--- config.mk ---
export PLATFORM = sky130hd
export DESIGN_NAME = uart_tx_frame
export DESIGN_NICKNAME = d
export VERILOG_FILES = /design/src/rtl/uart_tx_frame.sv
export SDC_FILE = /design/constraint.sdc
export NUM_CORES = 1
export LEC_CHECK = 0
export CORE_MARGIN = 4
export CORE_UTILIZATION = 50
export CTS_BUF_LIST = sky130_fd_sc_hd__clkbuf_4
export DETAILED_ROUTE_END_ITERATION = 12
export PLACE_DENSITY = 0.79
export SYNTH_ARGS = -nofsm -noshare
export SYNTH_HDL_FRONTEND = slang
export SYNTH_SLANG_ARGS = --single-unit
--- constraint.sdc ---
create_clock -name clk -period 2.6 [get_ports clk]
set_clock_uncertainty 0.1 [all_clocks]
set_input_delay 0.65 -clock clk [delete_from_list [all_inputs] [get_ports clk]]
set_output_delay 0.65 -clock clk [all_outputs]
set_load 0.05 [all_outputs]
--- src/rtl/uart_tx_frame.sv ---
// uart_tx_frame: 8N1-style serial transmitter with a start/busy handshake.
// Sends a start bit (0), DATA_BITS data bits LSB first and a stop bit (1).
// Each bit lasts BIT_PERIOD clocks. The line idles high.
// Optional build macro UART_TX_PARITY_EN inserts an even-parity bit
// between the last data bit and the stop bit.
// All outputs are registered: they are loaded from the next-state values,
// so they change on the same edge as the state they describe.
module uart_tx_frame #(
  parameter int BIT_PERIOD = 10,
  parameter int DATA_BITS  = 8
) (
  input  logic                 clk,
  input  logic                 n_rst,
  input  logic                 tx_start,
  input  logic [DATA_BITS-1:0] tx_data,
  output logic                 serial_out,
  output logic                 tx_busy,
  output logic                 tx_done
);

  localparam int TW = $clog2(BIT_PERIOD);
  localparam int IW = $clog2(DATA_BITS + 1);
  localparam logic [TW-1:0] T_LAST = TW'(BIT_PERIOD - 1);
  localparam logic [IW-1:0] I_LAST = IW'(DATA_BITS - 1);

`ifdef UART_TX_PARITY_EN
  typedef enum logic [2:0] {IDLE, START, DATA, PARITY, STOP} state_t;
`else
  typedef enum logic [2:0] {IDLE, START, DATA, STOP} state_t;
`endif

  state_t                 state, state_n;
  logic [TW-1:0]          timer, timer_n;
  logic [IW-1:0]          idx, idx_n;
  logic [DATA_BITS-1:0]   shreg, shreg_n;
  logic                   line_n, done_n, tc;
`ifdef UART_TX_PARITY_EN
  logic                   par, par_n;
`endif

  // State, counters, payload and registered outputs.
  always_ff @(posedge clk or negedge n_rst) begin
    if (!n_rst) begin
      state      <= IDLE;
      timer      <= '0;
      idx        <= '0;
      shreg      <= '0;
      serial_out <= 1'b1;
      tx_busy    <= 1'b0;
      tx_done    <= 1'b0;
`ifdef UART_TX_PARITY_EN
      par        <= 1'b0;
`endif
    end else begin
      state      <= state_n;
      timer      <= timer_n;
      idx        <= idx_n;
      shreg      <= shreg_n;
      serial_out <= line_n;
      tx_busy    <= (state_n != IDLE);
      tx_done    <= done_n;
`ifdef UART_TX_PARITY_EN
      par        <= par_n;
`endif
    end
  end

  // Next-state logic, bit timing and next line level.
  always_comb begin
    state_n = state;
    timer_n = timer;
    idx_n   = idx;
    shreg_n = shreg;
    line_n  = 1'b1;
    tc      = (timer == T_LAST);
    done_n  = (state == STOP) && tc;
`ifdef UART_TX_PARITY_EN
    par_n   = par;
`endif

    // Timer runs in every non-idle state and wraps on terminal count.
    if (state != IDLE) timer_n = tc ? '0 : timer + TW'(1);

    case (state)
      IDLE: begin
        timer_n = '0;
        idx_n   = '0;
        // tx_start is only looked at here, so requests while busy are dropped.
        if (tx_start) begin
          shreg_n = tx_data;
          state_n = START;
`ifdef UART_TX_PARITY_EN
          par_n   = ^tx_data;
`endif
        end
      end
      START: if (tc) state_n = DATA;
      DATA: begin
        if (tc) begin
          shreg_n = shreg >> 1;
          if (idx == I_LAST) begin
            idx_n = '0;
`ifdef UART_TX_PARITY_EN
            state_n = PARITY;
`else
            state_n = STOP;
`endif
          end else begin
            idx_n = idx + IW'(1);
          end
        end
      end
`ifdef UART_TX_PARITY_EN
      PARITY: if (tc) state_n = STOP;
`endif
      STOP: if (tc) state_n = IDLE;
      default: state_n = IDLE;
    endcase

    // Line level for the state we are entering.
    case (state_n)
      START:   line_n = 1'b0;
      DATA:    line_n = shreg_n[0];
`ifdef UART_TX_PARITY_EN
      PARITY:  line_n = par_n;
`endif
      default: line_n = 1'b1;
    endcase
  end

endmodule

== After elaboration in Yosys (flattened, before gate mapping) ==
Index checks and enable logic that the tools add are counted.

* Register bits after elaboration: 22
* Latch bits: 0
* Bits in writable memories: 0
* ROM bits: 0
* Input port bits: 11
* Output and inout port bits: 3
* Logic and storage cells: 43
* Memories: 0

* Add/sub/neg operators: 2
* Multiply operators: 0
* Divide/modulo/power cells: 0
* Magnitude comparators: 0
* Equal/unequal tests: 9
* Shifts and indexed selects: 0
* Multiplexer cells: 16
* Bitwise logic cells: 0
* Reduce and logical (&&, ||, !) cells: 8

{| class="wikitable"
|+ Operators by type and width
! operator !! count
|-
| $mux 4 || 5
|-
| $mux 8 || 2
|-
| $pmux 8 s2 || 1
|-
| $mux 3 || 5
|-
| $pmux 3 s4 || 1
|-
| $eq 3x2->1 const B || 3
|-
| $add 4x1->4 const B || 2
|-
| $pmux 4 s2 || 1
|-
| $eq 3x1->1 const B || 2
|-
| $reduce_bool 3->1 || 2
|-
| $eq 4x3->1 const B || 1
|-
| $eq 4x4->1 const B || 1
|-
| $ne 2x2->1 const B || 2
|-
| $reduce_bool 2->1 || 2
|-
| $logic_not 3->1 || 1
|-
| $reduce_and 3->1 || 1
|-
| $pmux 1 s2 || 1
|-
| $reduce_and 2->1 || 1
|-
| $logic_and 1x1->1 || 1
|}

== Depth between registers and ports, before layout ==
* Word-level depth: 6
* Gate-level depth with buffers: 8
* Gate-level depth less buffers: 6

== Least setup slack after synthesis ==
OpenSTA, ideal clock, no wires.

* Path kind: flip-flop to flip-flop
* Start point: register timer[0]
* End point: register serial_out
* Library setup time: 79 ps
* Arrival: 1576 ps
* Required time: 2421 ps
* Slack: 845 ps
* Cell stages (with the launch flop): 7
* Buffers on the path: 1
* Period minus slack after synthesis: 1755 ps
* Path through: dfrtp_1 ha_1 and3b_1 and2_1 clkbuf_1 a221o_1 a2bb2oi_1

{| class="wikitable"
|+ RTL lines
! element !! line !! text
|-
| from (decl) || 33 || <nowiki>logic [TW-1:0] timer, timer_n;</nowiki>
|-
| from (signal assigned) || 56 || <nowiki>timer <= timer_n;</nowiki>
|-
| $eq 4x4->1 || 75 || <nowiki>tc = (timer == T_LAST);</nowiki>
|-
| $mux 8 || 99 || <nowiki>if (tc) begin</nowiki>
|-
| $pmux 8 s2 || 84 || <nowiki>case (state)</nowiki>
|-
| net shreg_n[0] || 35 || <nowiki>logic [DATA_BITS-1:0] shreg, shreg_n;</nowiki>
|-
| $pmux 1 s2 || 121 || <nowiki>case (state_n)</nowiki>
|-
| net line_n || 36 || <nowiki>logic line_n, done_n, tc;</nowiki>
|-
| to (signal assigned) || 59 || <nowiki>serial_out <= line_n;</nowiki>
|-
| to (decl) || 16 || <nowiki>output logic serial_out,</nowiki>
|}

The timed path passes the listed nets, and every way through them passes these cells. The select of a mux whose other input is x is not followed.
A chain may end at the register's enable or synchronous reset.

== Final worst setup path ==
* Start point: register serial_out
* End point: output serial_out

No word-level cell between the ends.

==> impl_results.html <==
<table>
<tr><th>Metric</th><th>Value</th></tr>
<tr><th colspan="2">Outcome</th></tr>
<tr><td>Run status</td><td>complete, no violations</td></tr>
<tr><th colspan="2">Critical path</th></tr>
<tr><td>Worst R2R Path Depth</td><td>6</td></tr>
<tr><td>Critical path capture point type</td><td>output port</td></tr>
<tr><td>Delay-heaviest family, CP</td><td>buffers and inverters</td></tr>
<tr><td>Critical-path cell with the highest stage delay</td><td>clkdlybuf4s50_1</td></tr>
<tr><td>Reg-to-reg setup timing slack</td><td>0.65 ns</td></tr>
<tr><td>Startpoint kind of the worst setup timing path</td><td>flop</td></tr>
<tr><td>Maximum single-stage delay on the critical path</td><td>0.79 ns</td></tr>
<tr><td>Crit path cell chain</td><td>clkdlybuf4s50_1</td></tr>
<tr><td>Critical path type</td><td>flop to output port</td></tr>
<tr><td>Buffering stage count on the worst path with inverters included</td><td>1</td></tr>
<tr><td>Reg-to-reg endpoint</td><td>serial_out$_DFF_PN1_</td></tr>
<tr><td>Launch point of the worst reg-to-reg path</td><td>timer[1]$_DFF_PN0_</td></tr>
<tr><td>Arr. time, crit path</td><td>1.64 ns</td></tr>
<tr><td>Data required time at the worst endpoint</td><td>1.85 ns</td></tr>
<tr><td>CP Depth</td><td>1</td></tr>
<tr><td>Capturing instance or port of the critical path</td><td>serial_out</td></tr>
<tr><td>Worst-path maximum fanout</td><td>1</td></tr>
<tr><td>Startpoint of the worst setup timing path</td><td>serial_out$_DFF_PN1_</td></tr>
<tr><th colspan="2">Cells and area</th></tr>
<tr><td>Antenna Cells</td><td>0</td></tr>
<tr><td>Cell area after layout</td><td>1220 µm²</td></tr>
<tr><td>Fraction of layout cells with a size suffix above 1</td><td>0.0957</td></tr>
<tr><td>Core Util, Final</td><td>0.622</td></tr>
<tr><td>Fill cell instance count of the final layout</td><td>174</td></tr>
<tr><td>Area occupied by registers</td><td>552 µm²</td></tr>
<tr><td>Area of combinational cells with multiple inputs</td><td>453 µm²</td></tr>
<tr><td>Post-layout net count</td><td>130</td></tr>
<tr><td>Layout Cells excl Fill</td><td>142</td></tr>
<tr><td>Growth of design area from synthesis to finish</td><td>17.9%</td></tr>
<tr><th colspan="2">STA</th></tr>
<tr><td>FMAX</td><td>419 MHz</td></tr>
<tr><td>Number of failing setup endpoints in the final timing report</td><td>0</td></tr>
<tr><td>Number of slew-limit violations in the final report</td><td>0</td></tr>
<tr><td>Share of the clock period used by the worst path</td><td>0.917</td></tr>
<tr><td>Hold violation count in the final report</td><td>0</td></tr>
<tr><td>Unrepaired setup endpoints after global routing</td><td>false</td></tr>
<tr><td>Slew at the pin with the worst max-slew slack</td><td>0.497 ns</td></tr>
<tr><td>Setup TNS</td><td>0 ns</td></tr>
<tr><td>Slew HR</td><td>0.668</td></tr>
<tr><td>Post-route minimum period</td><td>2.39 ns</td></tr>
<tr><th colspan="2">Drt</th></tr>
<tr><td>Detailed Route WL</td><td>1.91 mm</td></tr>
<tr><td>Drt first-iter violations</td><td>21</td></tr>
<tr><td>Pre-Repair DR Iteration Count</td><td>4</td></tr>
<tr><td>Detailed-route vias per instance</td><td>5.46</td></tr>
<tr><td>Post-DRT Antenna Nets</td><td>0</td></tr>
<tr><td>Vias post-DR</td><td>775</td></tr>
<tr><td>Routed wirelength normalized by instance count</td><td>13.4 µm</td></tr>
<tr><td>Count of unresolved DRC violations after routing</td><td>0</td></tr>
<tr><th colspan="2">Place</th></tr>
<tr><td>IO Port Bufs</td><td>13</td></tr>
<tr><td>Last weighted congestion value of the routability-driven placer</td><td>0.836</td></tr>
<tr><td>Sum of net half-perimeters after detailed placement</td><td>1.46 mm</td></tr>
<tr><td>Dpl cell area</td><td>1190 µm²</td></tr>
<tr><td>Number of instances in the placed design</td><td>138</td></tr>
<tr><th colspan="2">Floorplan</th></tr>
<tr><td>Floorplan row count</td><td>16</td></tr>
<tr><td>Number of top-level pins</td><td>14</td></tr>
<tr><td>Initial core utilization</td><td>0.528</td></tr>
<tr><td>Area of the placeable core</td><td>1960 µm²</td></tr>
<tr><td>DIE HEIGHT</td><td>53.5 µm</td></tr>
<tr><td>Die X</td><td>53.5 µm</td></tr>
<tr><td>Total die area</td><td>2860 µm²</td></tr>
<tr><th colspan="2">Clock network</th></tr>
<tr><td>Library cell used as clock root buffer</td><td>clkbuf_4</td></tr>
<tr><td>Clock slew at the register clock pins of the worst setup and hold paths</td><td>0.12 ns</td></tr>
<tr><td>Max Root-Sink Buffers</td><td>2</td></tr>
<tr><td>Latest clock arrival within the worst-skew pair</td><td>0.30 ns</td></tr>
<tr><td>Clock tree from TritonCTS</td><td>built</td></tr>
<tr><td>Post-cts sizing count</td><td>0</td></tr>
<tr><td>Number of clock buffers inserted by TritonCTS</td><td>3</td></tr>
<tr><td>Number of clock sinks</td><td>22</td></tr>
<tr><td>Max H-tree Level</td><td>1</td></tr>
<tr><td>Setup fix buffers added after clock tree synthesis</td><td>0</td></tr>
<tr><td>CTS Hold Bufs</td><td>0</td></tr>
<tr><th colspan="2">Synth</th></tr>
<tr><td>FFs w/ async S/R, synth</td><td>1.00</td></tr>
<tr><td>Commonest cells in the netlist</td><td>dfrtp_1 (21), nand2_1 (21), a22oi_1 (7)</td></tr>
<tr><td>Portion of synthesized cell area occupied by the leading cell type</td><td>0.507</td></tr>
<tr><td>EDFF count, synth</td><td>0</td></tr>
<tr><td>Sequential area share after synthesis</td><td>0.533</td></tr>
<tr><td>Top cells by area, synth</td><td>dfrtp_1 (51%), nand2_1 (7.6%), a22oi_1 (5.1%), ha_1 (3.6%), dfstp_2 (2.5%)</td></tr>
<tr><td>Most common flop cell mapped by yosys</td><td>dfrtp_1</td></tr>
<tr><td>Number of distinct standard cells referenced by the synthesized netlist</td><td>34</td></tr>
<tr><td>Syn. warnings</td><td>0</td></tr>
<tr><td>Number of instances in the synthesized netlist</td><td>99</td></tr>
<tr><td>Most area-hungry cell type in the Yosys netlist</td><td>dfrtp_1</td></tr>
<tr><td>Synthesized Nets</td><td>113</td></tr>
<tr><td>Combined area of all synthesized cells</td><td>1040 µm²</td></tr>
<tr><td>Mean Syn Cell Area</td><td>10.5 µm²</td></tr>
<tr><td>Register bit total from synthesis</td><td>22</td></tr>
<tr><th colspan="2">Global routing</th></tr>
<tr><td>First-pass GRT wire length</td><td>3.22 mm</td></tr>
<tr><td>Number of global-route vias before repair</td><td>771</td></tr>
<tr><td>Maximum number of pins on one net before global-route repair</td><td>16</td></tr>
<tr><td>Overflow left after global routing</td><td>0</td></tr>
<tr><td>Number of antenna violations at the first check in global routing</td><td>0</td></tr>
<tr><td>Aggregate global-route resource usage</td><td>0.157</td></tr>
<tr><th colspan="2">Run</th></tr>
<tr><td># Max-Cap Violations</td><td>0</td></tr>
<tr><th colspan="2">Hold path</th></tr>
<tr><td>Hold Path Class</td><td>flop to flop</td></tr>
<tr><th colspan="2">Power and ir drop</th></tr>
<tr><td>Power per cell area</td><td>611 nW/µm²</td></tr>
<tr><td>Reported leakage power</td><td>0.560 nW</td></tr>
<tr><td>Worst IR drop on VDD</td><td>0.000440 V</td></tr>
</table>
-- sequential cells by signal, summed over array words and instances (netlist names) --
signal,count
tx_done,1
serial_out,1
idx,4
state,3
shreg,8
timer,4
tx_busy,1
-- metrics by stage --
stage	total power (W)	hold WS, ns	setup slack, ns
finish	0.000746	0.402	0.215
global route	0.000795	0.419	0.166
CTS	0.000753	0.404	0.204
detailed placement	0.000600	0.371	0.416
global placement	0.000594	0.367	0.464
floorplan	0.000543	0.254	0.845
-- final cells by class --
class,instances,share of cell area
Multi-Input combinational cell,71,0.371
Inverter,3,0.00922
Clock inverter,1,0.00307
Clock buffer,3,0.0184
Timing Repair Buffer,15,0.119
Tap cell,27,0.0277
Sequential cell,22,0.452
-- worst min path at each step --
stage,from,end,slack (ns),cells after the start
2_1_floorplan,n_rst,idx[0]$_DFFE_PN0P_,0.25,0
3_3_place_gp,shreg[6]$_DFFE_PN0P_,shreg[6]$_DFFE_PN0P_,0.37,2
3_5_place_dp,shreg[2]$_DFFE_PN0P_,shreg[2]$_DFFE_PN0P_,0.37,2
4_1_cts,shreg[5]$_DFFE_PN0P_,shreg[5]$_DFFE_PN0P_,0.40,2
5_1_grt,shreg[6]$_DFFE_PN0P_,shreg[6]$_DFFE_PN0P_,0.42,2
6_report,timer[0]$_DFF_PN0_,timer[0]$_DFF_PN0_,0.40,1
-- cell usage in the layout, fill, tap and decap left out --
master,n
clkinv_1,1
a221o_1,1
a21oi_2,1
a22oi_1,7
dfrtp_1,21
nor2_1,6
nand2_1,21
nand4b_1,2
nor4bb_1,1
o21ai_0,4
and2_1,2
nor3b_2,1
ha_1,3
buf_4,2
clkdlybuf4s50_1,13
or3_1,1
and4b_1,1
clkbuf_4,3
nor4b_4,1
or2_2,2
a22o_1,1
nor3_1,1
nand3_1,2
mux2i_1,2
a31oi_1,1
inv_1,3
conb_1,1
xor2_1,1
nand2b_1,1
and3b_1,1
a21oi_1,3
dfstp_2,1
nand3b_1,1
a2bb2oi_1,1
xnor2_1,1
-- cells by family (layout without fill, tap and decap cells) --
logic type               after synthesis  after routing  share of synthesized area
AND/OR/NAND/NOR                       44             44                      0.236
flip-flops                            22             22                      0.533
AO/OA/AOI/OAI                         19             19                      0.126
buffers and inverters                  6             22                     0.0302
adder cells (fa/ha/maj)                3              3                     0.0362
XOR/XNOR                               2              2                     0.0169
multiplexers                           2              2                     0.0193
other                                  1              1                    0.00362
-- routing by layer --
metal,global-route usage,up-vias,part of all wire,wire (µm)
met5,0,-,0,0
met4,0.0936,0,0.024,46
met3,0.0197,4,0.049,94
met2,0.265,23,0.50,955
met1,0.188,371,0.42,809
li1,-,377,-,-
-- power breakdown --
part	leakage, nW	internal (W)	total (W)	switching (W)
registers	0.283	0.000395	0.000439	0.0000434
logic	0.262	0.0000759	0.000154	0.0000781
clock network	0.0154	0.0000559	0.000153	0.0000973
Note: power is estimated with default switching activity, not from simulation.
